### config.mk
export PLATFORM = sky130hd
export DESIGN_NAME = serial_logic_unit
export DESIGN_NICKNAME = d
export VERILOG_FILES = /design/src/rtl/lu_pkg.sv /design/src/rtl/lu_bit_cell.sv /design/src/rtl/serial_logic_unit.sv
export SDC_FILE = /design/constraint.sdc
export NUM_CORES = 1
export LEC_CHECK = 0
export CAP_MARGIN = 20
export CORE_MARGIN = 3
export CORE_UTILIZATION = 49
export CTS_CLUSTER_DIAMETER = 120
export DETAILED_ROUTE_END_ITERATION = 8
export HOLD_SLACK_MARGIN = 0.06
export MAX_ROUTING_LAYER = met4
export PLACE_DENSITY_LB_ADDON = 0.1
export SLEW_MARGIN = 20
export SYNTH_ARGS = -nofsm -noshare
export SYNTH_HDL_FRONTEND = slang
export SYNTH_SLANG_ARGS = --single-unit
export TNS_END_PERCENT = 5
### constraint.sdc
create_clock -name clk -period 1.8 [get_ports clk]
set_clock_uncertainty 0.15 [all_clocks]
set_input_delay 0.36 -clock clk [delete_from_list [all_inputs] [get_ports clk]]
set_output_delay 0.36 -clock clk [all_outputs]
set_load 0.03 [all_outputs]
### src/rtl/lu_pkg.sv
`default_nettype none
// ============================================================================
//  Module      : lu_pkg
//  Description : Shared definitions for the bit-serial logic unit: op-code
//                encoding and controller state encoding.
//  Revision    : 1.0 - initial release
// ============================================================================
package lu_pkg;

    // Per-bit function selected by the 2-bit op code
    localparam logic [1:0] LU_OP_AND = 2'b00;
    localparam logic [1:0] LU_OP_OR  = 2'b01;
    localparam logic [1:0] LU_OP_XOR = 2'b10;
    localparam logic [1:0] LU_OP_NOT = 2'b11;

    // Controller states, explicitly encoded
    typedef enum logic [1:0] {
        S_IDLE = 2'd0,
        S_RUN  = 2'd1,
        S_DONE = 2'd2
    } lu_state_t;

endpackage : lu_pkg
`default_nettype wire

### src/rtl/lu_bit_cell.sv
`default_nettype none
// ============================================================================
//  Module      : lu_bit_cell
//  Description : Combinational 1-bit logic cell. Computes AND / OR / XOR of
//                the two input bits, or the inverse of i_a, as chosen by i_op.
//  Revision    : 1.0 - initial release
// ============================================================================
module lu_bit_cell
    import lu_pkg::*;
(
    input  logic       i_a,
    input  logic       i_b,
    input  logic [1:0] i_op,
    output logic       o_out
);

    // Select the per-bit function; i_b is don't-care for the NOT op
    always_comb begin
        o_out = 1'b0;
        case (i_op)
            LU_OP_AND: o_out = i_a & i_b;
            LU_OP_OR:  o_out = i_a | i_b;
            LU_OP_XOR: o_out = i_a ^ i_b;
            LU_OP_NOT: o_out = ~i_a;
            default:   o_out = 1'b0;
        endcase
    end

endmodule : lu_bit_cell
`default_nettype wire

### src/rtl/serial_logic_unit.sv
`default_nettype none
// ============================================================================
//  Module      : serial_logic_unit
//  Description : Bit-serial WIDTH-bit logic unit. Accepts two operands and an
//                op code over a valid/ready handshake, feeds one bit per cycle
//                (LSB first) through a single lu_bit_cell, and returns the
//                assembled result over an output valid/ready handshake.
//                Optional feature macro: SERIAL_LOGIC_ZERO_FLAG_EN adds a
//                'zero' output flagging an all-zero result while out_valid.
//  Revision    : 1.0 - initial release
// ============================================================================
module serial_logic_unit
    import lu_pkg::*;
#(
    parameter int WIDTH = 8
) (
    input  logic             clk,
    input  logic             reset,
    input  logic             in_valid,
    output logic             in_ready,
    input  logic [WIDTH-1:0] a,
    input  logic [WIDTH-1:0] b,
    input  logic [1:0]       op,
    output logic             out_valid,
    input  logic             out_ready,
    output logic [WIDTH-1:0] result,
    output logic             busy
`ifdef SERIAL_LOGIC_ZERO_FLAG_EN
    ,
    output logic             zero
`endif
);

    // Counter must hold WIDTH-1; a single-bit counter is kept for WIDTH=1
    localparam int              c_cnt_w    = (WIDTH > 1) ? $clog2(WIDTH) : 1;
    localparam logic [c_cnt_w-1:0] c_cnt_last = c_cnt_w'(WIDTH - 1);

    lu_state_t          r_state;
    logic [WIDTH-1:0]   r_a_sh;
    logic [WIDTH-1:0]   r_b_sh;
    logic [1:0]         r_op;
    logic [c_cnt_w-1:0] r_cnt;
    logic [WIDTH-1:0]   r_result;
    logic               r_in_ready;
    logic               r_out_valid;
    logic               r_busy;

    logic               w_bit;
    logic [WIDTH-1:0]   w_result_next;

    // Single shared cell evaluates the current LSB pair
    lu_bit_cell u_cell (
        .i_a   (r_a_sh[0]),
        .i_b   (r_b_sh[0]),
        .i_op  (r_op),
        .o_out (w_bit)
    );

    // New bit enters at the MSB so that after WIDTH shifts bit i lands at i
    generate
        if (WIDTH == 1) begin : g_shift_w1
            assign w_result_next = w_bit;
        end else begin : g_shift_wn
            assign w_result_next = {w_bit, r_result[WIDTH-1:1]};
        end
    endgenerate

    // Controller: accept in IDLE, shift WIDTH times in RUN, present in DONE
    always_ff @(posedge clk or posedge reset) begin
        if (reset) begin
            r_state     <= S_IDLE;
            r_a_sh      <= '0;
            r_b_sh      <= '0;
            r_op        <= LU_OP_AND;
            r_cnt       <= '0;
            r_result    <= '0;
            r_in_ready  <= 1'b1;
            r_out_valid <= 1'b0;
            r_busy      <= 1'b0;
        end else begin
            case (r_state)
                S_IDLE: begin
                    if (in_valid) begin
                        r_a_sh     <= a;
                        r_b_sh     <= b;
                        r_op       <= op;
                        r_cnt      <= '0;
                        r_result   <= '0;
                        r_in_ready <= 1'b0;
                        r_busy     <= 1'b1;
                        r_state    <= S_RUN;
                    end
                end
                S_RUN: begin
                    r_a_sh   <= r_a_sh >> 1;
                    r_b_sh   <= r_b_sh >> 1;
                    r_result <= w_result_next;
                    r_cnt    <= r_cnt + c_cnt_w'(1);
                    if (r_cnt == c_cnt_last) begin
                        r_out_valid <= 1'b1;
                        r_state     <= S_DONE;
                    end
                end
                S_DONE: begin
                    // Result is held; going to IDLE never accepts in the same cycle
                    if (out_ready) begin
                        r_out_valid <= 1'b0;
                        r_busy      <= 1'b0;
                        r_in_ready  <= 1'b1;
                        r_state     <= S_IDLE;
                    end
                end
                default: begin
                    r_out_valid <= 1'b0;
                    r_busy      <= 1'b0;
                    r_in_ready  <= 1'b1;
                    r_state     <= S_IDLE;
                end
            endcase
        end
    end

    assign in_ready  = r_in_ready;
    assign out_valid = r_out_valid;
    assign busy      = r_busy;
    assign result    = r_result;

`ifdef SERIAL_LOGIC_ZERO_FLAG_EN
    logic r_any_one;

    // Sticky flag: remembers whether any produced bit of this op was 1
    always_ff @(posedge clk or posedge reset) begin
        if (reset) begin
            r_any_one <= 1'b0;
        end else if (r_state == S_IDLE && in_valid) begin
            r_any_one <= 1'b0;
        end else if (r_state == S_RUN && w_bit) begin
            r_any_one <= 1'b1;
        end
    end

    assign zero = r_out_valid & ~r_any_one;
`endif

endmodule : serial_logic_unit
`default_nettype wire

* Word-level counts from Yosys, hierarchy flattened *
Cells that the tools add are included.

word-level totals
  register bits = 34
  input port bits = 22
  word-level logic and storage cells = 54

operators by class
  add/subtract/negate cells = 1
  eq/ne operators = 9
  muxes and demuxes = 21
  bitwise logic cells = 6
  reduce and logical (&&, ||, !) cells = 8

operator list
  operator                                             number
  case mux 8 bit (2 select lines)                      3
  two-way mux 8 bit                                    3
  case mux 1 bit (3 select lines)                      3
  AND reduction 3 bit                                  3
  equality test 2 bit, second input constant           3
  two-way mux 2 bit                                    3
  inequality test 2 bit, second input constant         3
  case mux 2 bit (3 select lines)                      1
  case mux 3 bit (2 select lines)                      1
  two-way mux 1 bit                                    5
  equality test 2 x 1 -> 1 bit, second input constant  2
  logical NOT 2 bit                                    2
  case mux 1 bit (4 select lines)                      1
  AND reduction 2 bit                                  2
  adder 3 x 1 -> 3 bit, second input constant          1
  equality test 3 bit, second input constant           1
  two-way mux 3 bit                                    1
  NOT 1 bit                                            3
  nonzero test 2 bit                                   1
  bitwise AND 1 bit                                    1
  OR 1 bit                                             1
  XOR 1 bit                                            1

* Longest topological paths before layout *
  depth in word-level cells = 3
  gate-level depth with buffers = 6

* Hierarchy *
A second synthesis with hierarchy kept.

unflattened totals
  cell total of the unflattened synthesis = 145
  area, all modules = 1561.5 µm²

by module, submodules not included
  module             instances  cells an instance  area each (µm²)  seq. area each (µm²)
  serial_logic_unit  1          139                1502.7           852.1
  lu_bit_cell        1          6                  58.8             0.0

* Worst setup path after synthesis *
No wires, ideal clock.

  kind = register to register
  from = register r_state[1]
  to = register r_a_sh[3]
  library setup time = 0.124 ns
  arrival = 1.266 ns
  setup slack = 0.260 ns
  stages on the path, launching flop included = 6
  path buffers = 2
  cells stage by stage = dfrtp_1 -> buf_6 -> nor3b_4 -> buf_8 -> mux2i_1 -> o21ai_2

on the way
  word-level cells in the longest chain between the ends = 3
  elaborated cells between the ends (all ways) = 6
  classes of those cells = eq/ne (2); mux (1); reduce/logical (3)

ends and longest elaborated chain
  what                                                                          line                      source
  start: declaration                                                            serial_logic_unit.sv:38   lu_state_t r_state;
  start signal: assignment                                                      serial_logic_unit.sv:71   r_state <= S_IDLE;
  start signal: assignment                                                      serial_logic_unit.sv:91   r_state <= S_RUN;
  start signal: assignment                                                      serial_logic_unit.sv:101  r_state <= S_DONE;
  equality test 2 x 1 -> 1 bit / logical NOT 2 bit (equally long branches)      serial_logic_unit.sv:81   case (r_state)
  nonzero test 2 bit (no line) / inequality test 2 bit (equally long branches)  --
  AND reduction 2 bit (no line)                                                 --
  end signal: assignment                                                        serial_logic_unit.sv:95   r_a_sh <= r_a_sh >> 1;
  end: declaration                                                              serial_logic_unit.sv:39   logic [WIDTH-1:0] r_a_sh;

Several ways; a longest one is shown, not always the timed one.
A chain may end at the register's enable or synchronous reset.

* Final worst setup path *
  from = register r_result[7], in the netlist result[7]
  to = output result[7]

RTL lines
  what                      line                     source
  start: declaration        serial_logic_unit.sv:43  logic [WIDTH-1:0] r_result;
  start signal: assignment  serial_logic_unit.sv:97  r_result <= w_result_next;
  end: declaration          serial_logic_unit.sv:26  output logic [WIDTH-1:0] result,

No word-level cell between the ends.

==> results.toml <==
[critical_path]
crit_path_max_fanout = 3
cp_slowest_stage_delay_ps = 410
regToRegSetupSlack_ps = 190
critical_path.slowest_cell = "dlygate4sd2_1"
rr_endpoint = "r_b_sh[6]$_DFFE_PP0P_"
critical_path.top_delay_family = "buffers and inverters"
crit_type = "reg2out"
critical_path_required_ps = 1290
crit_start = "result[7]$_DFFE_PP0P_"
endpoint = "result[7]"
reg2reg_depth = 4
end_kind = "output pin"
cp_cell_sequence = "dlygate4sd2_1"
critical_path.startpoint_type = "flop"
cp.depth = 1
worst_endpoint_data_arrival_time_ps = 1130
crit-reg2reg-launch = "r_state[0]$_DFFE_PP0P_"
worst-path-buf-inv = 1

[sta]
fin_crit_sh_pct = 90.89
fin_crit_ps = 1636
final-hold-violation-count = 0
grt_setup_unrepaired = "false"
max_freq_mhz = 611.2
final_max_slew_viol_count = 0
worst_slew_margin_pct = 64.40
setup_viol = 0
timing.final.ws_setup_ps = 163.9
tightestPinTransition_ps = 534.0
tns_ps = 0

[logic_synthesis]
synthCells = 152
post_synth_edffs = 0
synth_top_flop_cell = "dfrtp_1"
ys_warn_count = 0
synthTopCellsByArea = "dfrtp_1, nand2_1, mux2i_1, o21ai_0, o21ai_2"
mappedNetlistNets = 178
syn_std_cell_area_um2 = 1592
async_flop_share_pct = 100.0
avgSynthCellArea_um2 = 10.47
synth_cell_types = 26
post-synth-top-area-cell = "dfrtp_1"
synth_top_area_share_pct = 51.89
portion_of_the_post_synthesis_area_used_by_sequential_elements_pct = 53.54
synth_register_bits = 34

[power]
sw_power_w = 0.001269
power_frac_seq_pct = 41.1
power_frac_comb_pct = 45.1
power_report.internal_total_w = 0.001868
clock_power_share_pct = 13.7
switching_share_pct = 40.46
power.density_nw_per_um2 = 1557
static-leakage-power_nw = 0.8963
peak_supply_drop_mv = 1.113

[drt]
via_per_inst = 5.034
drt.antenna.violating_nets = 0
met2_length_um = 1335
detail_route.first_pass.iterations = 4
detailroute.via_count = 1173
drt-initial-drc-count = 49
routedWlPerCell_um = 12.58
topRoutingLayerUsed = "met4"
post-route-drc-count = 0
routed_wl_um = 2932
drt-met1-wl_um = 1421
met3_wirelength_um = 162

[cells_and_area]
seq_area_um2 = 852.1
n_antenna_cell = 0
num-nets-final = 214
post-route-cell-area_um2 = 2014
final_cell_mix = "nand2_1, dfrtp_1, clkdlybuf4s50_1"
multi_input_area_um2 = 648.1
post_route_cells_drive_above_1_share_pct = 15.34
final_common_cell = "nand2_1"
post_layout_nonfiller_instances = 233
layout-area-overhead-vs-synth_pct = 26.57
final.fill_count = 267

[grt]
grt_use_total_pct = 17.11
antenna_found_initial = 0
first_pass_grt_wire_length_um = 5278
grt_max_degree = 35
global_route.overflow_total = 0
number_of_global_route_vias_before_repair = 1196

[run_status]
run_status = "complete, no violations"

[clocking]
cts_buffer_depth = 2
clock_tree.root_cell = "clkbuf_4"
cts_tree = "done"
insertion_delay_ps = 320
cts_buffers = 5
htree_num_levels = 2
clkTransAtPathRegs_ps = 100
clkSinkCount = 34

[floorplanning]
floorplan.die_area_um2 = 3968
chipWidth_um = 62.99
pin_count = 33
core_area_um2 = 3078
starting_utilization_of_the_core_area_pct = 51.71
die-height_um = 62.99
placementRows = 20

[placement]
post-dp-hpwl_um = 2078
buffers_added_on_ports = 32
dpl.cell_count = 225
post_dp_cell_area_um2 = 1972
post-place-ws_ps = -87.32
place.gp.congestion = 0.7162

[min_path]
worst_hold_path_type = "in2async"

[flow_run]
max_cap_violations = 0
[sequential cells by signal (all words and copies together) (netlist names)]
register   cells
r_op           2
in_ready       1
r_b_sh         8
r_a_sh         8
busy           1
result         8
r_state        2
out_valid      1
r_cnt          3
[Yosys cell counts (2+ instances only)]
master,instances
nand2_1,42
dfrtp_1,33
o21ai_0,15
mux2i_1,12
o21ai_2,8
buf_2,6
inv_1,5
ha_1,4
a21oi_1,3
o21ai_1,3
buf_6,2
mux2_2,2
nand2b_1,2
nor2_1,2
o311ai_0,2
[kinds of logic (layout without fill, tap and decap cells)]
family / count (synthesis) / after routing / synth area share (%)
flip-flops: 34 / 34 / 53.54
adder cells (fa/ha/maj): 4 / 4 / 3.145
multiplexers: 15 / 15 / 10.38
buffers and inverters: 15 / 52 / 5.896
AO/OA/AOI/OAI: 34 / 34 / 13.52
AND/OR/NAND/NOR: 50 / 50 / 13.52
[per-layer routing]
metal,vias to the layer above,track usage [%]
li1,587,-
met1,558,21.10
met2,26,26.88
met3,2,6.115
met4,0,4.132
met5,-,-
[power groups by stage]
| stage | sequential (W) | combinational, W | clock [W] |
|---|---|---|---|
| 2_1_floorplan | 0.00143 | 0.000927 | 0 |
| 3_3_place_gp | 0.00130 | 0.00145 | 0 |
| 3_5_place_dp | 0.00131 | 0.00151 | 0 |
| 4_1_cts | 0.00129 | 0.00144 | 0.000451 |
| 5_1_grt | 0.00134 | 0.00158 | 0.000485 |
| 6_report | 0.00129 | 0.00142 | 0.000431 |
[what timing repair did]
item                       4_1_cts  5_1_grt
hold buffers                     0        0
setup endpoints to repair       11        1
setup buffers                    0        0
resized for setup               11        2
[area by class of cell]
cell class                      count  area share [%]
Sequential cell                    34           42.30
Multi-Input combinational cell    103           32.17
Timing Repair Buffer               39           18.88
Clock buffer                        7           2.733
Tap cell                           44           2.733
Inverter                            5          0.9317
Clock inverter                      1          0.2484
[worst min-delay path by stage]
stage	start	end	cells past startpoint
floorplan	r_a_sh[2]$_DFFE_PP0P_	r_a_sh[1]$_DFFE_PP0P_	2
global route	reset	r_b_sh[2]$_DFFE_PP0P_	3
global placement	r_a_sh[5]$_DFFE_PP0P_	r_a_sh[4]$_DFFE_PP0P_	2
detailed placement	r_a_sh[5]$_DFFE_PP0P_	r_a_sh[4]$_DFFE_PP0P_	2
finish	reset	r_a_sh[1]$_DFFE_PP0P_	3
CTS	reset	r_b_sh[2]$_DFFE_PP0P_	3
[metrics by stage]
step | hold slack (ps) | util [%] | power, W
2_1_floorplan | 299.2 | - | 0.002356
3_3_place_gp | 311.1 | 64.07 | 0.002748
3_5_place_dp | 318.8 | 64.07 | 0.002815
4_1_cts | 216.3 | 65.57 | 0.003187
5_1_grt | 242.5 | 65.45 | 0.003408
6_report | 217.5 | 65.45 | 0.003137
Power figures use the tool's default switching activity.
